## src/rtl/mc_control.sv

```systemverilog
// -----------------------------------------------------------------------------
// mc_control -- main control FSM for a multi-cycle MIPS datapath.
//
// A Moore state machine sequences each instruction through fetch, decode and
// the execute/memory/writeback steps it needs. It then drives the datapath
// select and enable lines from the current state.
//
// Optional feature (macro MC_CONTROL_ADDI_EN):
//   defined   -> addi (opcode 001000) runs through ADDIEX/ADDIWB.
//   undefined -> those states do not exist and addi is treated as an
//                unsupported opcode.
//
// Ports:
//   clk         in   sole clock, rising edge
//   reset       in   asynchronous, active-low
//   opcode      in   instr[31:26]
//   funct       in   instr[5:0]
//   zero        in   ALU zero flag
//   memtoreg, regdst, iord, pcsrc, alusrca,
//   irwrite, memwrite, regwrite  out  datapath selects/enables
//   alusrcb     out  00=B, 01=4, 10=signimm, 11=signimm<<2
//   pcen        out  PC enable = pcwrite | (branch & zero)
//   aluop       out  00=add, 01=sub, 10=decode funct
//   alucontrol  out  ALU operation
//   state       out  current state code (debug)
//   illegal     out  pulse in DECODE for an unsupported opcode
// -----------------------------------------------------------------------------
module mc_control (
  input  logic       clk,
  input  logic       reset,
  input  logic [5:0] opcode,
  input  logic [5:0] funct,
  input  logic       zero,
  output logic       memtoreg,
  output logic       regdst,
  output logic       iord,
  output logic       pcsrc,
  output logic       alusrca,
  output logic       irwrite,
  output logic       memwrite,
  output logic       regwrite,
  output logic [1:0] alusrcb,
  output logic       pcen,
  output logic [1:0] aluop,
  output logic [2:0] alucontrol,
  output logic [3:0] state,
  output logic       illegal
);

  localparam logic [5:0] OP_LW    = 6'b100011;
  localparam logic [5:0] OP_SW    = 6'b101011;
  localparam logic [5:0] OP_RTYPE = 6'b000000;
  localparam logic [5:0] OP_BEQ   = 6'b000100;
  localparam logic [5:0] OP_ADDI  = 6'b001000;

  typedef enum logic [3:0] {
    FETCH   = 4'd0,
    DECODE  = 4'd1,
    MEMADR  = 4'd2,
    MEMRD   = 4'd3,
    MEMWB   = 4'd4,
    MEMWR   = 4'd5,
    EXECUTE = 4'd6,
    ALUWB   = 4'd7,
`ifdef MC_CONTROL_ADDI_EN
    BRANCH  = 4'd8,
    ADDIEX  = 4'd9,
    ADDIWB  = 4'd10
`else
    BRANCH  = 4'd8
`endif
  } state_e;

  state_e state_q, state_d;

  // Raw per-state decode, before the reset gating of the write enables.
  logic irwrite_s, memwrite_s, regwrite_s, pcwrite_s, branch_s, illegal_s;

  always_ff @(posedge clk or negedge reset) begin
    if (!reset) state_q <= FETCH;
    else        state_q <= state_d;
  end

  // Next state. Codes with no state assigned fall into the default arm and
  // return to FETCH.
  always_comb begin
    state_d = FETCH;
    case (state_q)
      FETCH:  state_d = DECODE;
      DECODE: begin
        case (opcode)
          OP_LW, OP_SW: state_d = MEMADR;
          OP_RTYPE:     state_d = EXECUTE;
          OP_BEQ:       state_d = BRANCH;
`ifdef MC_CONTROL_ADDI_EN
          OP_ADDI:      state_d = ADDIEX;
`endif
          default:      state_d = FETCH;
        endcase
      end
      MEMADR:  state_d = (opcode == OP_LW) ? MEMRD : MEMWR;
      MEMRD:   state_d = MEMWB;
      EXECUTE: state_d = ALUWB;
`ifdef MC_CONTROL_ADDI_EN
      ADDIEX:  state_d = ADDIWB;
`endif
      default: state_d = FETCH;
    endcase
  end

  // Moore output decode. Every signal not named in a state stays 0.
  always_comb begin
    memtoreg   = 1'b0;
    regdst     = 1'b0;
    iord       = 1'b0;
    pcsrc      = 1'b0;
    alusrca    = 1'b0;
    alusrcb    = 2'b00;
    aluop      = 2'b00;
    irwrite_s  = 1'b0;
    memwrite_s = 1'b0;
    regwrite_s = 1'b0;
    pcwrite_s  = 1'b0;
    branch_s   = 1'b0;
    illegal_s  = 1'b0;
    case (state_q)
      FETCH: begin
        irwrite_s = 1'b1;
        alusrcb   = 2'b01;
        pcwrite_s = 1'b1;
      end
      DECODE: begin
        alusrcb = 2'b11;
        case (opcode)
          OP_LW, OP_SW, OP_RTYPE, OP_BEQ: illegal_s = 1'b0;
`ifdef MC_CONTROL_ADDI_EN
          OP_ADDI:                        illegal_s = 1'b0;
`endif
          default:                        illegal_s = 1'b1;
        endcase
      end
      MEMADR: begin
        alusrca = 1'b1;
        alusrcb = 2'b10;
      end
      MEMRD: iord = 1'b1;
      MEMWB: begin
        memtoreg   = 1'b1;
        regwrite_s = 1'b1;
      end
      MEMWR: begin
        iord       = 1'b1;
        memwrite_s = 1'b1;
      end
      EXECUTE: begin
        alusrca = 1'b1;
        aluop   = 2'b10;
      end
      ALUWB: begin
        regdst     = 1'b1;
        regwrite_s = 1'b1;
      end
      BRANCH: begin
        alusrca  = 1'b1;
        aluop    = 2'b01;
        pcsrc    = 1'b1;
        branch_s = 1'b1;
      end
`ifdef MC_CONTROL_ADDI_EN
      ADDIEX: begin
        alusrca = 1'b1;
        alusrcb = 2'b10;
      end
      ADDIWB: regwrite_s = 1'b1;
`endif
      default: ;
    endcase
  end

  // ALU decoder. An unknown funct falls back to add, so the R-type sequence
  // still completes normally.
  always_comb begin
    alucontrol = 3'b010;
    case (aluop)
      2'b00: alucontrol = 3'b010;
      2'b01: alucontrol = 3'b110;
      default: begin
        case (funct)
          6'b100000: alucontrol = 3'b010;
          6'b100010: alucontrol = 3'b110;
          6'b100100: alucontrol = 3'b000;
          6'b100101: alucontrol = 3'b001;
          6'b101010: alucontrol = 3'b111;
          default:   alucontrol = 3'b010;
        endcase
      end
    endcase
  end

  // While reset is held, the state already decodes as FETCH. Only the
  // architectural write enables are masked, so no fetch side effects occur
  // until the first edge after release.
  assign irwrite  = reset & irwrite_s;
  assign memwrite = reset & memwrite_s;
  assign regwrite = reset & regwrite_s;
  assign illegal  = reset & illegal_s;
  assign pcen     = reset & (pcwrite_s | (branch_s & zero));
  assign state    = state_q;

endmodule
```

## config.mk

```make
export PLATFORM = sky130hd
export DESIGN_NAME = mc_control
export DESIGN_NICKNAME = d
export VERILOG_FILES = /design/src/rtl/mc_control.sv
export SDC_FILE = /design/constraint.sdc
export NUM_CORES = 1
export LEC_CHECK = 0
export ABC_AREA = 1
export BUFFER_PORTS_ARGS = -buffer_cell sky130_fd_sc_hd__buf_2
export CAP_MARGIN = 20
export CORE_AREA = 2 2 39 41
export CTS_BUF_LIST = sky130_fd_sc_hd__clkbuf_4
export CTS_CLUSTER_SIZE = 20
export DETAILED_ROUTE_END_ITERATION = 12
export DIE_AREA = 0 0 41 43
export GPL_ROUTABILITY_DRIVEN = 1
export PLACE_DENSITY = 0.77
export SETUP_SLACK_MARGIN = 0.4
export SKIP_LAST_GASP = 1
export SYNTH_ARGS = -nofsm -noshare
export SYNTH_HDL_FRONTEND = slang
export SYNTH_SLANG_ARGS = --single-unit
```

## constraint.sdc

```tcl
create_clock -name clk -period 1.3 [get_ports clk]
set_clock_uncertainty 0.2 [all_clocks]
set_input_delay 0.13 -clock clk [delete_from_list [all_inputs] [get_ports clk]]
set_output_delay 0.13 -clock clk [all_outputs]
set_load 0.02 [all_outputs]
```

# Word level (Yosys, flattened, before mapping)
# Cells that the tools add are included.
# op_classes
eq_ne	16
mux	17
bitwise	7
reduce_logical	8
# op_table
op	count
$eq A6 B6 Y1 const B	6
$pmux W4 S5	1
$eq A4 B3 Y1 const B	4
$pmux W3 S4	1
$pmux W4 S3	1
$mux W1	10
$eq A4 B2 Y1 const B	2
$and A1 B1 Y1	6
$eq A6 B3 Y1 const B	1
$logic_not A6 Y1	1
$pmux W2 S3	1
$pmux W3 S2	1
$reduce_or A2 Y1	3
$eq A4 B1 Y1 const B	1
$eq A4 B4 Y1 const B	1
$logic_not A4 Y1	1
$pmux W2 S2	1
$reduce_or A4 Y1	1
$mux W3	1
$reduce_or A3 Y1	1
$eq A2 B1 Y1 const B	1
$logic_not A2 Y1	1
$or A1 B1 Y1	1
# totals
register_bits	4
word_cells	49

# Longest topological paths before layout
# Gate-level depths: netlist (run 1).
# depth
depth_word	5
ltp_mapped	7
depth_no_buf	7

# Worst setup path before layout (run 1)
# No wires, ideal clock.
# synth_path
kind	reg2out
startpoint	reg state_q[3] (netlist: state[3])
endpoint	out regwrite
arrival_ns	1.571
path_slack_ns	-0.601
path_stages_with_launch	6
path_buffers	0
cell_sequence	dfrtp_1 -> inv_2 -> nand2_2 -> nor3_1 -> nor2_1 -> nor2_1
# synth_between
elab_chain_len	4
word_cells_on_any_way	5
classes_between	2 x eq/ne; 1 x mux; 1 x bitwise; 1 x reduce/logical
# synth_rtl
element	line	text
from (decl)	74	state_e state_q, state_d;
from (signal assigned)	81	else state_q <= state_d;
$eq A4 B3 Y1	126	case (state_q)
$reduce_or A2 Y1 (no source line) (*)	--	
$mux W1 (*)	126	
$and A1 B1 Y1 (*)	205	assign regwrite = reset & regwrite_s;
to (decl)	41	output logic regwrite,
# Mark *: on every way between the ends. The rest lies on a longest branch, timed or not.

# Worst setup path after layout (run 1)
# layout_path
startpoint	reg state_q[0] (netlist: state[0])
endpoint	out regwrite
# Same word-level chain as after synthesis.

==> results of run 1 <==
metal layers:
metal	wire length, microns	part of all wire	GRT usage
met1	701	0.35	0.250
met2	1140	0.57	0.456
met5	0	0	0
met3	99	0.050	0.0314
met4	53	0.027	0.0667
cell families after synthesis:
logic type      synth area share
simple gates               0.607
compound gates            0.0355
buf+inv                    0.139
flops                      0.219
report_power, final:
group	total [uW]	switching [uW]	internal (uW)	leakage, uW
registers	200	50.9	149	0.0000476
clock network	151	48.3	103	0.0000138
logic	887	442	445	0.000560
synth_stat cells:
cell type,instances,share of area
a21oi_1,1,0.011
buf_4,1,0.016
dfrtp_1,4,0.22
inv_1,14,0.11
inv_2,1,0.0082
nand2_1,24,0.20
nand2_2,2,0.027
nand3_1,7,0.076
nand3b_1,1,0.016
nand4_1,3,0.041
nor2_1,23,0.19
nor2_2,1,0.014
nor2_4,1,0.025
nor3_1,2,0.022
o21ai_0,1,0.011
o22ai_1,1,0.014
final timing paths:
path,end,slack [ns],cells past startpoint
setup / recovery,regwrite,-0.38,5
hold / removal,state[3]$_DFF_PN0_,0.05,4
setup reg to reg,state[2]$_DFF_PN0_,-0.14,7
hold reg to reg,state[0]$_DFF_PN0_,0.45,3
max in group asynchronous,state[1]$_DFF_PN0_,0.59,2
min in group asynchronous,state[0]$_DFF_PN0_,0.12,2
cell type report:
class                           instances  area [sq um]
Clock buffer                            3          22.5
Fill cell                              81           203
Inverter                               15          58.8
Multi-Input combinational cell         67           468
Sequential cell                         4           105
Tap cell                               16          20.0
Timing Repair Buffer                   61           507
cells in the final DEF, fill, tap and decap left out, drive strengths merged:
master | Yosys | routed
nand4 | 3 | 3
buf | 1 | 60
a21oi | 1 | 1
o21ai | 1 | 1
inv | 15 | 15
nand3 | 7 | 7
clkbuf | 0 | 3
nor2 | 25 | 25
dlygate4sd3 | 0 | 1
nor3 | 2 | 2
nand2 | 26 | 26
dfrtp | 4 | 4
o22ai | 1 | 1
nand3b | 1 | 1
stage by stage:
step | cell area (sq um) | TNS, ns | utilization | hold WS, ns | setup slack [ns]
after floorplan | 548 | -1.15 | - | -0.366 | -0.198
after global placement | 863 | -1.09 | 0.624 | -0.242 | -0.133
after detailed placement | 863 | -1.15 | 0.624 | -0.239 | -0.132
after CTS | 1090 | -4.83 | 0.789 | 0.0323 | -0.319
after global routing | 1180 | -6.79 | 0.854 | 0.0775 | -0.451
final | 1180 | -5.48 | 0.854 | 0.0467 | -0.376
worst register-to-register path, stage by stage, from the launching register on:
cell,delay [ns]
dfrtp_2,0.45
inv_2,0.13
nand2_4,0.08
buf_8,0.14
buf_6,0.12
nor2_2,0.11
nand2_1,0.07
nand3_1,0.07
repair_timing:
item                       4_1_cts  5_1_grt
gates resized for setup         45       22
pin swaps                        8        7
hold endpoints to repair         4        0
gates cloned                     0        0
setup endpoints to repair       25       25
setup buffers                    6        2
hold buffers                     1        0
==> results by group, run 1 <==
Power
  – Total Power: roughly 1200 uW
  – Peak VDD IR: 938 uV
  – Leakage: approximately 0.00062 uW
  – PD cells: 1050 mW/mm^2

Detailed routing
  – First DRT Iteration DRCs: 2
  – # DRC: 0
  – Detail Route Antenna Nets: 0
  – Routed len/inst: roughly 12 microns
  – Vias per cell: 4.77
  – Final WL: 1.99 mm
  – DRT Pass-1 Iters: 4
  – Vias: 791

Global routing
  – First-pass GRT wire length: 2.96 mm
  – Vias in the first global route: 740
  – GRT overflow: 0
  – Largest net degree at the start of global routing: 7
  – GRT Util Overall: 0.241
  – Initial antenna violation count: 0

Die
  – Die W: 41 microns
  – Initial Util: 0.331
  – Die H: 43 microns
  – Die ar.: approximately 0.0018 sq mm
  – Core Rows: 14
  – Placeable Area: 0.00138 sq mm
  – Io pins: 36

Critical path
  – CP Cell Sequence: buf_6 -> nor3_4 -> nor2_2 -> nor2_2 -> buf_6
  – Crit end category: output pin
  – Slowest CP cell: dfrtp_2
  – Worst path max stage delay: 0.46 ns
  – Critical path class: flip-flop to output pin
  – Crit path arrival time: 1.35 ns
  – Critical path peak fanout: 5
  – CP Launch Point: state[0]$_DFF_PN0_
  – Crit path max-delay family: flip-flops
  – Req. time, crit path: ~0.97 ns
  – Startpoint type of the worst setup path: flip-flop
  – Worst reg2reg startpoint: state[2]$_DFF_PN0_
  – WP buf/inv: 2

Finish
  – Max reg flops: 4
  – Layout area overhead: 158%
  – Antenna diodes: 0
  – Nets: 167
  – Final cell count without fillers: 166
  – Layout cell share with drive strength beyond 1: 0.680

Clocking
  – Clock latency at the later pin of the worst-skew pair: roughly 0.23 ns
  – CTS tree: built
  – Clock transition at path regs: 0.04 ns
  – Clk buf depth: 2
  – H-tree Lvls: 1
  – Root buffer cell: clkbuf_4
  – Cts bufs inserted: 3
  – CTS sink count: 4

Place
  – Gpl congestion: just over 0.8
  – DP Cell Count: 154
  – IO buf count: 35
  – Dpl hpwl: 1.21 mm

Synthesis
  – Yosys warnings: 0
  – Post-Syn Area: 458 sq um
  – Syn Nets: 102
  – Syn Area/Cell: 5.26 sq um
  – FF+latch count, synth: 4
  – Post-synthesis sequential area ratio: 0.219
  – Cell count after synthesis: 87
  – Netlist cell types: 16

STA
  – Max Slew Vio Count: 0
  – Min Tclk post-route: 1.68 ns
  – Max_slew headroom: 0.829
  – Final hold violations: 0
  – Max frequency: approximately 600 MHz
  – Final setup vio count: 23
  – Slew @ Worst Pin: 0.257 ns
  – RSZ-0062 raised after global routing: yes
  – Tcrit/Tclk final: 1.29
  – Final worst setup slack: -0.376 ns

Flow run
  – Max cap viols: 0

Min path
  – Hold Crit Class: primary input to flip-flop
  – Worst Hold Launch: opcode[3]

Run status
  – Outcome: complete, but fails checks
  – Failing checks: negative setup slack
(Power assumes the default switching activity.)
==> inputs of run 2 (changes only) <==
--- a/config.mk
+++ b/config.mk
@@ -8,14 +8,15 @@
 export ABC_AREA = 1
 export BUFFER_PORTS_ARGS = -buffer_cell sky130_fd_sc_hd__buf_2
 export CAP_MARGIN = 20
-export CORE_AREA = 2 2 39 41
+export CELL_PAD_IN_SITES_DETAIL_PLACEMENT = 0
+export CELL_PAD_IN_SITES_GLOBAL_PLACEMENT = 1
+export CORE_UTILIZATION = 23
 export CTS_BUF_LIST = sky130_fd_sc_hd__clkbuf_4
 export CTS_CLUSTER_SIZE = 20
 export DETAILED_ROUTE_END_ITERATION = 12
-export DIE_AREA = 0 0 41 43
 export GPL_ROUTABILITY_DRIVEN = 1
-export PLACE_DENSITY = 0.77
-export SETUP_SLACK_MARGIN = 0.4
+export PLACE_DENSITY = 0.85
+export SKIP_CTS_REPAIR_TIMING = 1
 export SKIP_LAST_GASP = 1
 export SYNTH_ARGS = -nofsm -noshare
 export SYNTH_HDL_FRONTEND = slang
==> results by group, run 2 (synthesized netlist as in run 1, its figures left out) <==
Detailed routing
  – DRT Pass-1 Iters: 3
  – First DRT Iteration DRCs: 15
  – Vias per cell: 4.29
  – Final WL: about 1.6 mm
  – Routed len/inst: 9.64 microns
  – # DRC: 0
  – Detail Route Antenna Nets: 0
  – Vias: 725

Finish
  – Antenna diodes: 0
  – Commonest non-fill, non-tap cell in the layout: buf_4
  – Layout area overhead: 137%
  – Leading cell types in the layout, fill and taps excluded: buf_4 (23), nand2_1 (18), buf_2 (17)
  – Fill cells: roughly 160
  – Register Area: between 100 and 150 sq um
  – Core Util, Final: 0.602
  – Max reg flops: 4
  – Nets: 161
  – Final Cell Area: 0.00108 sq mm
  – Layout cell share with drive strength beyond 1: 0.639
  – Multi-input gate area: 439 sq um

Global routing
  – Initial antenna violation count: 0
  – GRT overflow: 0
  – Vias in the first global route: 565
  – GRT Util Overall: 0.154
  – Largest net degree at the start of global routing: 7
  – First-pass GRT wire length: approximately 2.2 mm

Die
  – Die H: 46.6 microns
  – Core Rows: 15
  – Io pins: 36
  – Initial Util: 0.254
  – Die ar.: ~0.0022 sq mm
  – Die W: 46.6 microns
  – Placeable Area: 0.00180 sq mm

Place
  – IO buf count: 35
  – Post-place setup slack: -0.154 ns
  – Gpl congestion: 0.821
  – DP Area: ~890 sq um
  – Dpl hpwl: 1.22 mm

Critical path
  – Flop2flop setup slack: -0.07 ns
  – Critical path class: flip-flop to output pin
  – Reg2Reg Depth: 6
  – Reg2reg end: state[2]$_DFF_PN0_
  – Crit path arrival time: between 1 and 1.5 ns
  – Crit end category: output pin
  – CP Launch Point: state[2]$_DFF_PN0_
  – Worst reg2reg startpoint: state[0]$_DFF_PN0_
  – Critical path peak fanout: 6
  – Startpoint type of the worst setup path: flip-flop
  – Req. time, crit path: roughly 0.97 ns

STA
  – Slew @ Worst Pin: 0.301 ns
  – Final worst setup slack: -0.347 ns
  – Final setup vio count: 20
  – Min Tclk post-route: between 1.5 and 2 ns
  – Setup TNS: -4.79 ns
  – Tcrit/Tclk final: 1.27
  – RSZ-0062 raised after global routing: yes
  – Final hold violations: 0
  – Max frequency: 607 MHz
  – Max Slew Vio Count: 0
  – Max_slew headroom: 0.799

Clocking
  – CTS sink count: 4
  – H-tree Lvls: 1
  – Root buffer cell: clkbuf_4
  – Cts bufs inserted: 3
  – Clock transition at path regs: 0.04 ns
  – Clk buf depth: 2
  – Clock latency at the later pin of the worst-skew pair: 0.24 ns
  – CTS tree: built

Min path
  – Hold Path Stages: 4
  – Hold Crit Class: primary input to flip-flop
  – Worst Hold Launch: opcode[3]
  – Worst Hold Path EP: state[3]$_DFF_PN0_

Power
  – Leakage: 0.000569 uW
  – PD cells: roughly 1100 mW/mm^2
  – Total Power: 1150 uW
  – Peak VDD IR: 709 uV

Run status
  – Failing checks: negative setup slack
  – Outcome: complete, but fails checks

Flow run
  – Max cap viols: 0
[run 2: per-layer routing]
layer  GRT usage  share of wire  vias to the layer above
met1       0.175           0.41                      310
met2       0.253           0.54                       26
li1            -              -                      385
met5           0              0                        -
met3      0.0235          0.036                        4
met4       0.120          0.019                        0
[run 2: how the worst max path moves through the flow]
stage,to,slack [ns],cells past startpoint
after floorplan,regwrite,-0.24,4
after global placement,pcen,-0.16,4
after detailed placement,pcen,-0.15,4
after CTS,pcen,-0.41,4
after global routing,alucontrol[0],-0.42,6
final,illegal,-0.35,6
[run 2: area by class of cell]
class,count,share of cell area
Clock buffer,3,0.0208
Multi-Input combinational cell,67,0.405
Sequential cell,4,0.0969
Timing Repair Buffer,55,0.392
Tap cell,25,0.0288
Inverter,15,0.0565
[run 2: power by group]
group | leakage, uW | switching, uW | total, uW | internal, uW
Sequential | 0.0000476 | 44.0 | 193 | 149
Clock | 0.0000138 | 51.7 | 155 | 103
Combinational | 0.000507 | 394 | 802 | 408
Total | 0.000569 | 490 | 1150 | 660
[run 2: per-stage QoR]
stage          instances  hold WS [ns]
2_1_floorplan         87        -0.366
3_3_place_gp         161        -0.142
3_5_place_dp         161        -0.146
4_1_cts              164        -0.402
5_1_grt              169        0.0209
6_report             169      0.000555
[run 2: critical path, cell delays in order (launching register included)]
cell     delay, ns
dfrtp_2       0.47
inv_4         0.10
nand2_4       0.06
nor2_4        0.11
nand3_2       0.10
nor2_4        0.11
buf_6         0.12
==> inputs of run 3 (changes only) <==
==> constraint.sdc (replaced) <==
create_clock -name clk -period 1.65 [get_ports clk]
set_clock_uncertainty 0.2 [all_clocks]
set_input_delay 0.165 -clock clk [delete_from_list [all_inputs] [get_ports clk]]
set_output_delay 0.165 -clock clk [all_outputs]
set_load 0.02 [all_outputs]
==> results by group, run 3 (synthesized netlist as in run 1, its figures left out) <==
Power
  – PD cells: 819 mW/mm^2
  – Peak VDD IR: 484 uV
  – Leakage: 0.000515 uW

Clocking
  – Clk buf depth: 2
  – CTS tree: built
  – Clock transition at path regs: approximately 0.050 ns
  – Clock latency at the later pin of the worst-skew pair: 0.24 ns
  – Root buffer cell: clkbuf_4
  – CTS sink count: 4
  – Cts bufs inserted: 3
  – H-tree Lvls: 1

Critical path
  – Crit path max-delay family: flip-flops
  – Req. time, crit path: 1.28 ns
  – CP Cell Sequence: inv_1 -> nand2_2 -> nor2_4 -> nand3_1 -> nor2_1 -> buf_4
  – Critical path peak fanout: 7
  – Startpoint type of the worst setup path: flip-flop
  – Crit end category: output pin
  – Slowest CP cell: dfrtp_2
  – Crit path arrival time: approximately 1.3 ns
  – Critical path class: flip-flop to output pin
  – Flop2flop setup slack: 0.23 ns
  – Worst path max stage delay: 0.46 ns
  – WP buf/inv: 2

STA
  – Setup TNS: -0.0553 ns
  – Min Tclk post-route: 1.68 ns
  – Max_slew headroom: 0.869
  – RSZ-0062 raised after global routing: yes
  – Final setup vio count: 4
  – Final worst setup slack: -0.0319 ns
  – Final hold violations: 0
  – Max Slew Vio Count: 0
  – Max frequency: just under 600 MHz
  – Tcrit/Tclk final: 1.02
  – Slew @ Worst Pin: between 0.15 and 0.2 ns

Run status
  – Outcome: complete, but fails checks
  – Failing checks: negative setup slack

Detailed routing
  – Vias per cell: 4.32
  – # DRC: 0
  – First DRT Iteration DRCs: 11
  – DRT Pass-1 Iters: 4
  – Routed len/inst: 9.69 microns
  – Final WL: 1.57 mm
  – Vias: 700
  – Detail Route Antenna Nets: 0

Place
  – DP Area: 674 sq um
  – Post-place setup slack: 0.114 ns
  – Dpl hpwl: 1.08 mm
  – DP Cell Count: 146
  – IO buf count: 35
  – Gpl congestion: 0.747

Die
  – Placeable Area: 0.00180 sq mm
  – Die ar.: 0.00217 sq mm
  – Core Rows: 15
  – Io pins: 36
  – Initial Util: 0.254
  – Die W: 46.6 microns
  – Die H: 46.6 microns

Global routing
  – Initial antenna violation count: 0
  – GRT Util Overall: 0.134
  – GRT overflow: 0
  – Vias in the first global route: 529
  – Largest net degree at the start of global routing: 9
  – First-pass GRT wire length: 2.06 mm

Finish
  – Layout area overhead: 93.7%
  – Final cell count without fillers: 162
  – Final Cell Area: 887 sq um
  – Leading cell types in the layout, fill and taps excluded: buf_2 (27), nand2_1 (22), nor2_1 (19)
  – Core Util, Final: 0.492
  – Nets: 153
  – Commonest non-fill, non-tap cell in the layout: buf_2
  – Max reg flops: 4
  – Antenna diodes: 0
  – Layout cell share with drive strength beyond 1: 0.504
  – Fill cells: 200

Flow run
  – Max cap viols: 0

Min path
  – Hold Crit Class: primary input to flip-flop
## run 3: cell type report
cell class | count | area, sq um | area share
Tap cell | 25 | 31.3 | 0.0353
Clock buffer | 4 | 30.0 | 0.0339
Sequential cell | 4 | 105 | 0.118
Timing Repair Buffer | 47 | 312 | 0.351
Multi-Input combinational cell | 67 | 350 | 0.395
Inverter | 15 | 58.8 | 0.0663
## run 3: worst reg2reg max path, delay by kind of cell, from the launching register on
family,cells,cell delay [ns]
buffers and inverters,2,0.26
DFF,1,0.44
and+or+nand+nor,4,0.37
## run 3: power breakdown
part | internal, uW | total, uW | switching (uW)
clock network | 107 | 152 | 44.7
registers | 117 | 149 | 31.6
logic | 182 | 426 | 244
total | 406 | 726 | 320
## run 3: final timing paths
path                                         start                 end  cells past startpoint
worst max register to register  state[2]$_DFF_PN0_  state[2]$_DFF_PN0_                      6
worst min register to register  state[3]$_DFF_PN0_  state[0]$_DFF_PN0_                      3
worst min-delay path                     opcode[3]  state[3]$_DFF_PN0_                      4
max in group asynchronous                    reset  state[2]$_DFF_PN0_                      2
min in group asynchronous                    reset  state[0]$_DFF_PN0_                      2
worst max-delay path            state[1]$_DFF_PN0_             illegal                      6
## run 3: per-stage QoR
step	hold slack [ns]	total power [uW]
after floorplan	-0.331	343
after global placement	-0.206	440
after detailed placement	-0.201	443
after CTS	-0.463	601
after global routing	0.0756	782
final	0.0202	726
## run 3: layer usage
metal / GRT usage / vias to the layer above / wire length (microns)
met3: 0.0275 / 2 / 122
met1: 0.165 / 299 / 686
li1: - / 369 / -
met2: 0.225 / 30 / 739
met4: 0.0514 / 0 / 21
met5: 0 / - / 0
